--- config.mk ---
export PLATFORM = sky130hd
export DESIGN_NAME = pc_unit_flat
export DESIGN_NICKNAME = d
export VERILOG_FILES = /design/src/rtl/pc_pkg.sv /design/src/rtl/pc_if.sv /design/src/rtl/pc_ras.sv /design/src/rtl/pc_unit.sv /design/src/flat_wrapper.sv
export SDC_FILE = /design/constraint.sdc
export NUM_CORES = 1
export LEC_CHECK = 0
export CORE_AREA = 2 2 90 92
export DETAILED_ROUTE_END_ITERATION = 16
export DIE_AREA = 0 0 92 94
export PLACE_DENSITY_LB_ADDON = 0.3
export REMOVE_ABC_BUFFERS = 1
export SLEW_MARGIN = 25
export SYNTH_ARGS = -nofsm -noshare
export SYNTH_HDL_FRONTEND = slang
export SYNTH_SLANG_ARGS = --single-unit
--- constraint.sdc ---
create_clock -name clk -period 6.9 [get_ports clk]
set_clock_uncertainty 0.1 [all_clocks]
set_input_delay 2.07 -clock clk [delete_from_list [all_inputs] [get_ports clk]]
set_output_delay 2.07 -clock clk [all_outputs]
set_load 0.02 [all_outputs]
--- src/rtl/pc_pkg.sv ---
// rtl/pc_pkg.sv - shared types for the program-counter unit
package pc_pkg;

    typedef enum logic {
        PC_RUN    = 1'b0,
        PC_HALTED = 1'b1
    } pc_state_e;

    typedef enum logic [2:0] {
        SRC_REDIR,
        SRC_HOLD,
        SRC_RET,
        SRC_CALL,
        SRC_SEQ
    } pc_src_e;

endpackage

--- src/rtl/pc_if.sv ---
// rtl/pc_if.sv - fetch/redirect control bundle between the pipeline and the PC unit
interface pc_if #(
    parameter int WIDTH = 16
);
    logic             stall;
    logic             halt;
    logic             redirect_valid;
    logic [WIDTH-1:0] redirect_target;
    logic             call_valid;
    logic [WIDTH-1:0] call_target;
    logic             ret_valid;
    logic [WIDTH-1:0] pc;
    logic [WIDTH-1:0] pc_plus;
    logic             halted;
    logic             ras_empty;
    logic             ras_full;
    logic             ras_underflow;

    modport master (
        output stall, halt, redirect_valid, redirect_target,
               call_valid, call_target, ret_valid,
        input  pc, pc_plus, halted, ras_empty, ras_full, ras_underflow
    );

    modport slave (
        input  stall, halt, redirect_valid, redirect_target,
               call_valid, call_target, ret_valid,
        output pc, pc_plus, halted, ras_empty, ras_full, ras_underflow
    );
endinterface

--- src/rtl/pc_ras.sv ---
// rtl/pc_ras.sv - circular return-address stack, oldest entry overwritten when full
module pc_ras #(
    parameter int WIDTH = 16,
    parameter int DEPTH = 4
) (
    input  logic             clk,
    input  logic             rst_n,
    input  logic             push,
    input  logic             pop,
    input  logic [WIDTH-1:0] push_data,
    output logic [WIDTH-1:0] top_data,
    output logic             empty,
    output logic             full
);
    localparam int PW = $clog2(DEPTH);
    localparam int CW = PW + 1;

    logic [WIDTH-1:0] mem [DEPTH];
    logic [PW-1:0]    top_ptr;
    logic [CW-1:0]    count;
    logic             do_pop;
    logic             do_push;

    assign do_pop  = pop && !empty;
    assign do_push = push && !pop;

    // top_ptr addresses the newest entry; a push on a full stack lands on the oldest slot
    always_ff @(posedge clk or negedge rst_n) begin
        if (!rst_n) begin
            top_ptr <= '0;
            count   <= '0;
        end else if (do_pop) begin
            top_ptr <= top_ptr - PW'(1);
            count   <= count - CW'(1);
        end else if (do_push) begin
            top_ptr <= top_ptr + PW'(1);
            if (!full) begin
                count <= count + CW'(1);
            end
        end
    end

    always_ff @(posedge clk) begin
        if (do_push) begin
            mem[top_ptr + PW'(1)] <= push_data;
        end
    end

    assign top_data = mem[top_ptr];
    assign empty    = (count == '0);
    assign full     = (count == CW'(DEPTH));

endmodule

--- src/rtl/pc_unit.sv ---
// rtl/pc_unit.sv - fetch PC register with priority next-PC select, RAS and RUN/HALTED control
module pc_unit
    import pc_pkg::*;
#(
    parameter int               WIDTH     = 16,
    parameter int               INC       = 2,
    parameter logic [WIDTH-1:0] RESET_VEC = '0,
    parameter int               RAS_DEPTH = 4
) (
    input logic  clk,
    input logic  rst_n,
    pc_if.slave  bus
);
    localparam logic [WIDTH-1:0] INC_W = WIDTH'(INC);

    pc_state_e        state_q, state_d;
    pc_src_e          src;
    logic [WIDTH-1:0] pc_q, pc_d, pc_plus, ras_top;
    logic             ras_push, ras_pop, ras_empty, ras_full;
    logic             underflow_q, underflow_set;

    assign pc_plus = pc_q + INC_W;

    pc_ras #(
        .WIDTH (WIDTH),
        .DEPTH (RAS_DEPTH)
    ) u_ras (
        .clk       (clk),
        .rst_n     (rst_n),
        .push      (ras_push),
        .pop       (ras_pop),
        .push_data (pc_plus),
        .top_data  (ras_top),
        .empty     (ras_empty),
        .full      (ras_full)
    );

    always_ff @(posedge clk or negedge rst_n) begin
        if (!rst_n) begin
            state_q     <= PC_RUN;
            pc_q        <= RESET_VEC;
            underflow_q <= 1'b0;
        end else begin
            state_q <= state_d;
            pc_q    <= pc_d;
            if (underflow_set) begin
                underflow_q <= 1'b1;
            end
        end
    end

    // HALTED only listens to redirect; in RUN the if-chain order is the selection priority
    always_comb begin
        state_d       = state_q;
        src           = SRC_SEQ;
        ras_push      = 1'b0;
        ras_pop       = 1'b0;
        underflow_set = 1'b0;
        unique case (state_q)
            PC_HALTED: begin
                if (bus.redirect_valid) begin
                    src     = SRC_REDIR;
                    state_d = PC_RUN;
                end else begin
                    src = SRC_HOLD;
                end
            end
            default: begin
                if (bus.redirect_valid) begin
                    src = SRC_REDIR;
                end else if (bus.halt) begin
                    src     = SRC_HOLD;
                    state_d = PC_HALTED;
                end else if (bus.stall) begin
                    src = SRC_HOLD;
                end else if (bus.ret_valid) begin
                    if (!ras_empty) begin
                        src     = SRC_RET;
                        ras_pop = 1'b1;
                    end else begin
                        src           = SRC_SEQ;
                        underflow_set = 1'b1;
                    end
                end else if (bus.call_valid) begin
                    src      = SRC_CALL;
                    ras_push = 1'b1;
                end else begin
                    src = SRC_SEQ;
                end
            end
        endcase
    end

    always_comb begin
        pc_d = pc_q;
        case (src)
            SRC_REDIR: pc_d = bus.redirect_target;
            SRC_HOLD:  pc_d = pc_q;
            SRC_RET:   pc_d = ras_top;
            SRC_CALL:  pc_d = bus.call_target;
            SRC_SEQ:   pc_d = pc_plus;
            default:   pc_d = pc_q;
        endcase
    end

    assign bus.pc            = rst_n ? pc_q : RESET_VEC;
    assign bus.pc_plus       = pc_plus;
    assign bus.halted        = (state_q == PC_HALTED);
    assign bus.ras_empty     = ras_empty;
    assign bus.ras_full      = ras_full;
    assign bus.ras_underflow = underflow_q;

endmodule
--- src/flat_wrapper.sv ---
// flat-port wrapper written by rule: the top's interface ports become plain ports
module pc_unit_flat import pc_pkg::*;
#(
    parameter int               WIDTH     = 16,
    parameter int               INC       = 2,
    parameter logic [WIDTH-1:0] RESET_VEC = '0,
    parameter int               RAS_DEPTH = 4
)
  (clk, rst_n, bus_stall, bus_halt, bus_redirect_valid, bus_redirect_target, bus_call_valid, bus_call_target, bus_ret_valid, bus_pc, bus_pc_plus, bus_halted, bus_ras_empty, bus_ras_full, bus_ras_underflow);
  pc_if #(.WIDTH(WIDTH)) bus_i ();
  input logic clk;
  input logic rst_n;
  input wire logic [$bits(bus_i.stall)-1:0] bus_stall;
  input wire logic [$bits(bus_i.halt)-1:0] bus_halt;
  input wire logic [$bits(bus_i.redirect_valid)-1:0] bus_redirect_valid;
  input wire logic [$bits(bus_i.redirect_target)-1:0] bus_redirect_target;
  input wire logic [$bits(bus_i.call_valid)-1:0] bus_call_valid;
  input wire logic [$bits(bus_i.call_target)-1:0] bus_call_target;
  input wire logic [$bits(bus_i.ret_valid)-1:0] bus_ret_valid;
  output wire logic [$bits(bus_i.pc)-1:0] bus_pc;
  output wire logic [$bits(bus_i.pc_plus)-1:0] bus_pc_plus;
  output wire logic [$bits(bus_i.halted)-1:0] bus_halted;
  output wire logic [$bits(bus_i.ras_empty)-1:0] bus_ras_empty;
  output wire logic [$bits(bus_i.ras_full)-1:0] bus_ras_full;
  output wire logic [$bits(bus_i.ras_underflow)-1:0] bus_ras_underflow;
  assign bus_i.stall = bus_stall;
  assign bus_i.halt = bus_halt;
  assign bus_i.redirect_valid = bus_redirect_valid;
  assign bus_i.redirect_target = bus_redirect_target;
  assign bus_i.call_valid = bus_call_valid;
  assign bus_i.call_target = bus_call_target;
  assign bus_i.ret_valid = bus_ret_valid;
  assign bus_pc = bus_i.pc;
  assign bus_pc_plus = bus_i.pc_plus;
  assign bus_halted = bus_i.halted;
  assign bus_ras_empty = bus_i.ras_empty;
  assign bus_ras_full = bus_i.ras_full;
  assign bus_ras_underflow = bus_i.ras_underflow;
  pc_unit #(.WIDTH(WIDTH), .INC(INC), .RESET_VEC(RESET_VEC), .RAS_DEPTH(RAS_DEPTH)) u_core (.clk(clk), .rst_n(rst_n), .bus(bus_i));
endmodule
# Yosys cells after proc, flatten, opt, wreduce, memory -nomap -nowiden
# Memories as Yosys holds them, arrays and structs flattened.
# Cells that the tools add are included.
dict set report totals {
  regBits 23
  ram_bits 64
  in_bits 39
  output_inout_bits 36
  word_cells 64
  mem_count 1
}
# name words word_bits read_ports rd_clocked_by_memory_dff write_ports line_no
set mem_list {}
lappend mem_list {u_core.u_ras.mem 4 16 1 0 1 pc_ras.sv:18} ;# logic [WIDTH-1:0] mem [DEPTH];
dict set report op_classes {
  n_addsub 5
  n_eq_ne 5
  n_mux 39
  n_reduce_logical 9
}
# operator count
set ops {}
lappend ops {{$pmux 16 s4} 1}
lappend ops {{$mux 3} 10}
lappend ops {{$mux 1} 25}
lappend ops {{$add 16x2->16 const B} 1}
lappend ops {{$mux 16} 1}
lappend ops {{$eq 3x2->1 const B} 2}
lappend ops {{$eq 3x3->1 const B} 2}
lappend ops {{$logic_not 3->1} 2}
lappend ops {{$mux 2} 2}
lappend ops {{$reduce_bool 4->1} 1}
lappend ops {{$add 3x1->3 const B} 1}
lappend ops {{$sub 3x1->3 const B} 1}
lappend ops {{$add 2x1->2 const B} 1}
lappend ops {{$logic_and 1x1->1} 2}
lappend ops {{$logic_not 1->1} 2}
lappend ops {{$ne 2x1->1 const B} 1}
lappend ops {{$reduce_and 2->1} 1}
lappend ops {{$reduce_bool 2->1} 1}
lappend ops {{$sub 2x1->2 const B} 1}

# Logic depth before layout (Yosys ltp)
dict set report logic_depth {
  ltp_word 11
  depth_mapped 8
  mapped_depth_nobuf 7
}

# By module
# Synthesis repeated with hierarchy kept, for this count alone.
dict set report hier_totals {
  cells_unflattened 312
  area_unflattened_um2 4281.6
}
# mod n_inst cells_per_inst area_per_inst_um2 seq_area_each_um2
set modules_own_cells {}
lappend modules_own_cells {pc_ras 1 130 2755.1 2047.0}
lappend modules_own_cells {pc_unit 1 182 1526.5 450.4}

# Worst setup path after synthesis
# No wires, ideal clock.
dict set report synth_timing {
  kind {input to output}
  start {input rst_n}
  end {output bus_pc[0]}
  arrival_time_ps 2504
  t_required_ps 4730
  path_slack_ps 2226
  cell_stages 2
  n_path_buf 1
  cell_sequence {clkbuf_1 and2_1}
}
dict set report synth_between {
  elab_chain_cells 1
}
# element line_no
set synth_rtl {}
lappend synth_rtl {{start: declaration} flat_wrapper.sv:12} ;# input logic rst_n;
lappend synth_rtl {{$mux 16} pc_unit.sv:106} ;# assign bus.pc = rst_n ? pc_q : RESET_VEC;
lappend synth_rtl {{end: declaration} flat_wrapper.sv:20} ;# output wire logic [$bits(bus_i.pc)-1:0] bus_pc;
# No other way between the ends.

# Worst setup path in the final report
dict set report layout_timing {
  start {input rst_n}
  end {output bus_pc[3]}
}
# The elaborated chain is that of the path after synthesis.

==> results.cfg <==
[final_layout]
utilization_pct = 68.5
area_delta_synth_final_pct = 23.5
nets = 431
layout-drive-gt1-share_pct = 11.3
antenna_cells = 0

[clocking]
holdBufCountCts = 0
cts_resized = 0
cts_tree = yes
cts_sinks = 87
root_buffer = clkbuf_8
clockBufferDepth = 2
cts_setup_buffers = 0
htreeDepth = 3
clk_pin_slew_ns = 0.08
clk_latency_ns = 0.36
cts-buffers-inserted = 9

[synthesis]
synthMuxAreaShare_pct = 9.31
synth.largest_area_cell = edfxtp_1
synth_edf_count = 64
synth_top_cell_area_share_pct = 45.6
syn-instance-count = 317
synthFlopType = edfxtp_1
async_flop_share_pct = 26.4
synth_cell_types = 54
synth_seq_cells = 87
ys.warnings.count = 0
synth-xor-area-share_pct = 2.91
yosys.area_share.simple_pct = 12.0
synth_top_family_by_area = simple AND/OR/NAND/NOR gates
synth_area_mm2 = 0.00422
syn-mean-instance-area_um2 = 13.3
netlist_top_cells_area = edfxtp_1 (46%), dfrtp_1 (14%), mux4_2 (8.5%)
synth_compound_area_share_pct = 11.0
ys_seq_area_share_pct = 59.2
synth_fa_ha_area_share_pct = 1.96

[global_route]
grt_pass1_vias = 2945
grt-ovfl-total = 0
antenna_found_initial = 0
grt_max_degree = 40
grt_pass1_wl_um = 16000
track_usage_pct = 25.5

[setup_path]
worst_setup_path_end_kind = primary output
cp.required_ns = 4.73
crit_fanout = 39
cp-start-kind = primary input
worstSetupPathType = in -> out
critPathArrivalTime_ns = 3.74

[sta]
drv_slew = 0
slew_headroom_pct = 26.5
tightest_slew_ns = 1.10
fin_tns_setup_ns = 0
setup_violations = 0
fin_crit_ns = 5.91
rsz0062_at_grt = false
max_freq_mhz = 169
finalHoldViolations = 0
timing.final.crit_share_pct = 85.6

[die]
die_h_um = 94
die_x_um = 92
ios = 75
start_util_pct = 55.4
die-area_mm2 = 0.00865
core-area_mm2 = 0.00761
num_rows = 32

[job]
maxCapViolations = 0

[routing]
drc = 0
detail-route-antenna-nets = 0
drt-wirelength-per-cell_um = 21.1
drt_first_iter_violations = 317
drt-total-wl_um = 10400
drtPass1Iterations = 5
via_per_inst = 6.17
num_vias = 3041

[power_and_ir_drop]
p_leak_nw = 1.83
power_density_mw_per_mm2 = 284
peakVddDrop_uv = 214

[outcome]
status = finished clean

[hold_path]
hold_path_class = reg -> reg

[placed_design]
io_buffers = 74
gp_congestion = 0.885
dp_hpwl_um = 6640
==> where the power goes <==
group          total, mW  leakage, nW  switching [mW]  internal, mW
clock              0.342       0.0968           0.177         0.165
sequential         0.697        0.848          0.0862         0.611
combinational      0.440        0.885           0.212         0.228
==> sequential cells by signal (all words and copies together), names as in the netlist <==
register and count:
u_core.u_ras.count 3, u_core.bus.ras_underflow 1, u_core.bus.halted 1, u_core.u_ras.top_ptr 2, u_core.u_ras.mem 64, u_core.pc_q 16
==> path summary, 6_finish.rpt <==
path	startpoint	end	slack, ns	cells past startpoint
min in group asynchronous	rst_n	u_core.pc_q[0]$_DFFE_PN0P_	2.01	2
worst max-delay path	rst_n	bus_pc[3]	0.99	4
worst min register to register	u_core.bus.ras_underflow$_DFFE_PN0P_	u_core.bus.ras_underflow$_DFFE_PN0P_	0.39	1
worst max register to register	u_core.bus.halted$_DFF_PN0_	u_core.u_ras.count[2]$_DFFE_PN0P_	3.95	7
max in group asynchronous	rst_n	u_core.pc_q[4]$_DFFE_PN0N_	4.36	2
worst min-delay path	u_core.bus.ras_underflow$_DFFE_PN0P_	u_core.bus.ras_underflow$_DFFE_PN0P_	0.39	1
==> layer usage <==
layer  share of wire (%)  wire length (µm)  global-route usage [%]
met3                 8.6               899                    4.41
met4                 2.3               237                    12.3
met1                  42              4400                    35.3
met2                  47              4880                    39.6
met5                   0                 0                       0
==> placed cells by master, fill, tap and decap left out, types with 3 or more instances in the layout <==
cell             Yosys  layout
a32o_1               4       4
clkdlybuf4s50_1      0      74
and3_1               4       4
mux4_2              16      16
a221o_1              4       4
a21oi_1             12      12
dfrtp_1             23      23
xnor2_1              8       8
a221oi_1             9       9
inv_1               13      13
clkbuf_8             0       9
a211oi_1             3       3
a31oi_1              3       3
o21ai_0              9       9
nor3_1               9       9
and2_1              16      16
nor4_1               7       7
nand2_1             19      19
xor2_1               6       6
a21o_1               3       3
nand3_1             10      10
or3_1                3       3
nand4_1              4       4
clkinv_2             0       4
ha_1                 5       5
nor2_1              10      10
buf_4                2       6
edfxtp_1            64      64
==> through the flow <==
stage / cell area (µm²) / setup WS (ns) / std cells / power, mW / hold slack (ns)
floorplan: 4110 / 2.44 / 295 / 0.960 / 0.414
global placement: 5030 / 0.992 / 477 / 1.13 / 0.361
detailed placement: 5030 / 0.975 / 477 / 1.15 / 0.368
CTS: 5210 / 0.960 / 493 / 1.48 / 0.390
global route: 5210 / 0.875 / 493 / 1.55 / 0.400
finish: 5210 / 0.992 / 493 / 1.48 / 0.389
==> cells by family after synthesis <==
logic type | Yosys count
and+or+nand+nor | 94
DFF | 87
AOI/OAI and AO/OA | 62
buffers and inverters | 35
muxes | 19
xor gates and xnor gates | 14
adders and majority gates | 6
==> cell usage after synthesis (2+ instances only) <==
| cell type | instances |
|---|---|
| and2_1 | 16 |
| o31ai_1 | 2 |
| xnor2_1 | 8 |
| nand2b_1 | 2 |
| xor2_1 | 6 |
| buf_2 | 4 |
| nor3b_1 | 2 |
| nor2_1 | 10 |
| nand4_1 | 4 |
| a32o_1 | 4 |
| a21o_1 | 3 |
| a21oi_1 | 12 |
| buf_4 | 2 |
| edfxtp_1 | 64 |
| dfrtp_1 | 23 |
| nor2b_1 | 2 |
| nand2_1 | 19 |
| nor3_1 | 9 |
| a31oi_1 | 3 |
| nand3_1 | 10 |
| mux4_2 | 16 |
| a211oi_1 | 3 |
| or4b_1 | 2 |
| a221oi_1 | 9 |
| and3_1 | 4 |
| or3_1 | 3 |
| nor4_1 | 7 |
| ha_1 | 5 |
| mux2_2 | 2 |
| clkbuf_1 | 14 |
| o21ai_0 | 9 |
| inv_1 | 13 |
| a221o_1 | 4 |
==> critical path: stages <==
cell and delay (ns):
clkdlybuf4s50_1 0.46, buf_4 0.39, and2_1 0.20, clkdlybuf4s50_1 0.60
==> area by class of cell <==
cell class	instances	area, µm²
Clock buffer	11	131
Clock inverter	5	50.0
Fill cell	531	2400
Inverter	13	48.8
Multi-Input combinational cell	195	1570
Sequential cell	87	2500
Tap cell	102	128
Timing Repair Buffer	80	786
Power figures use the tool's default switching activity.
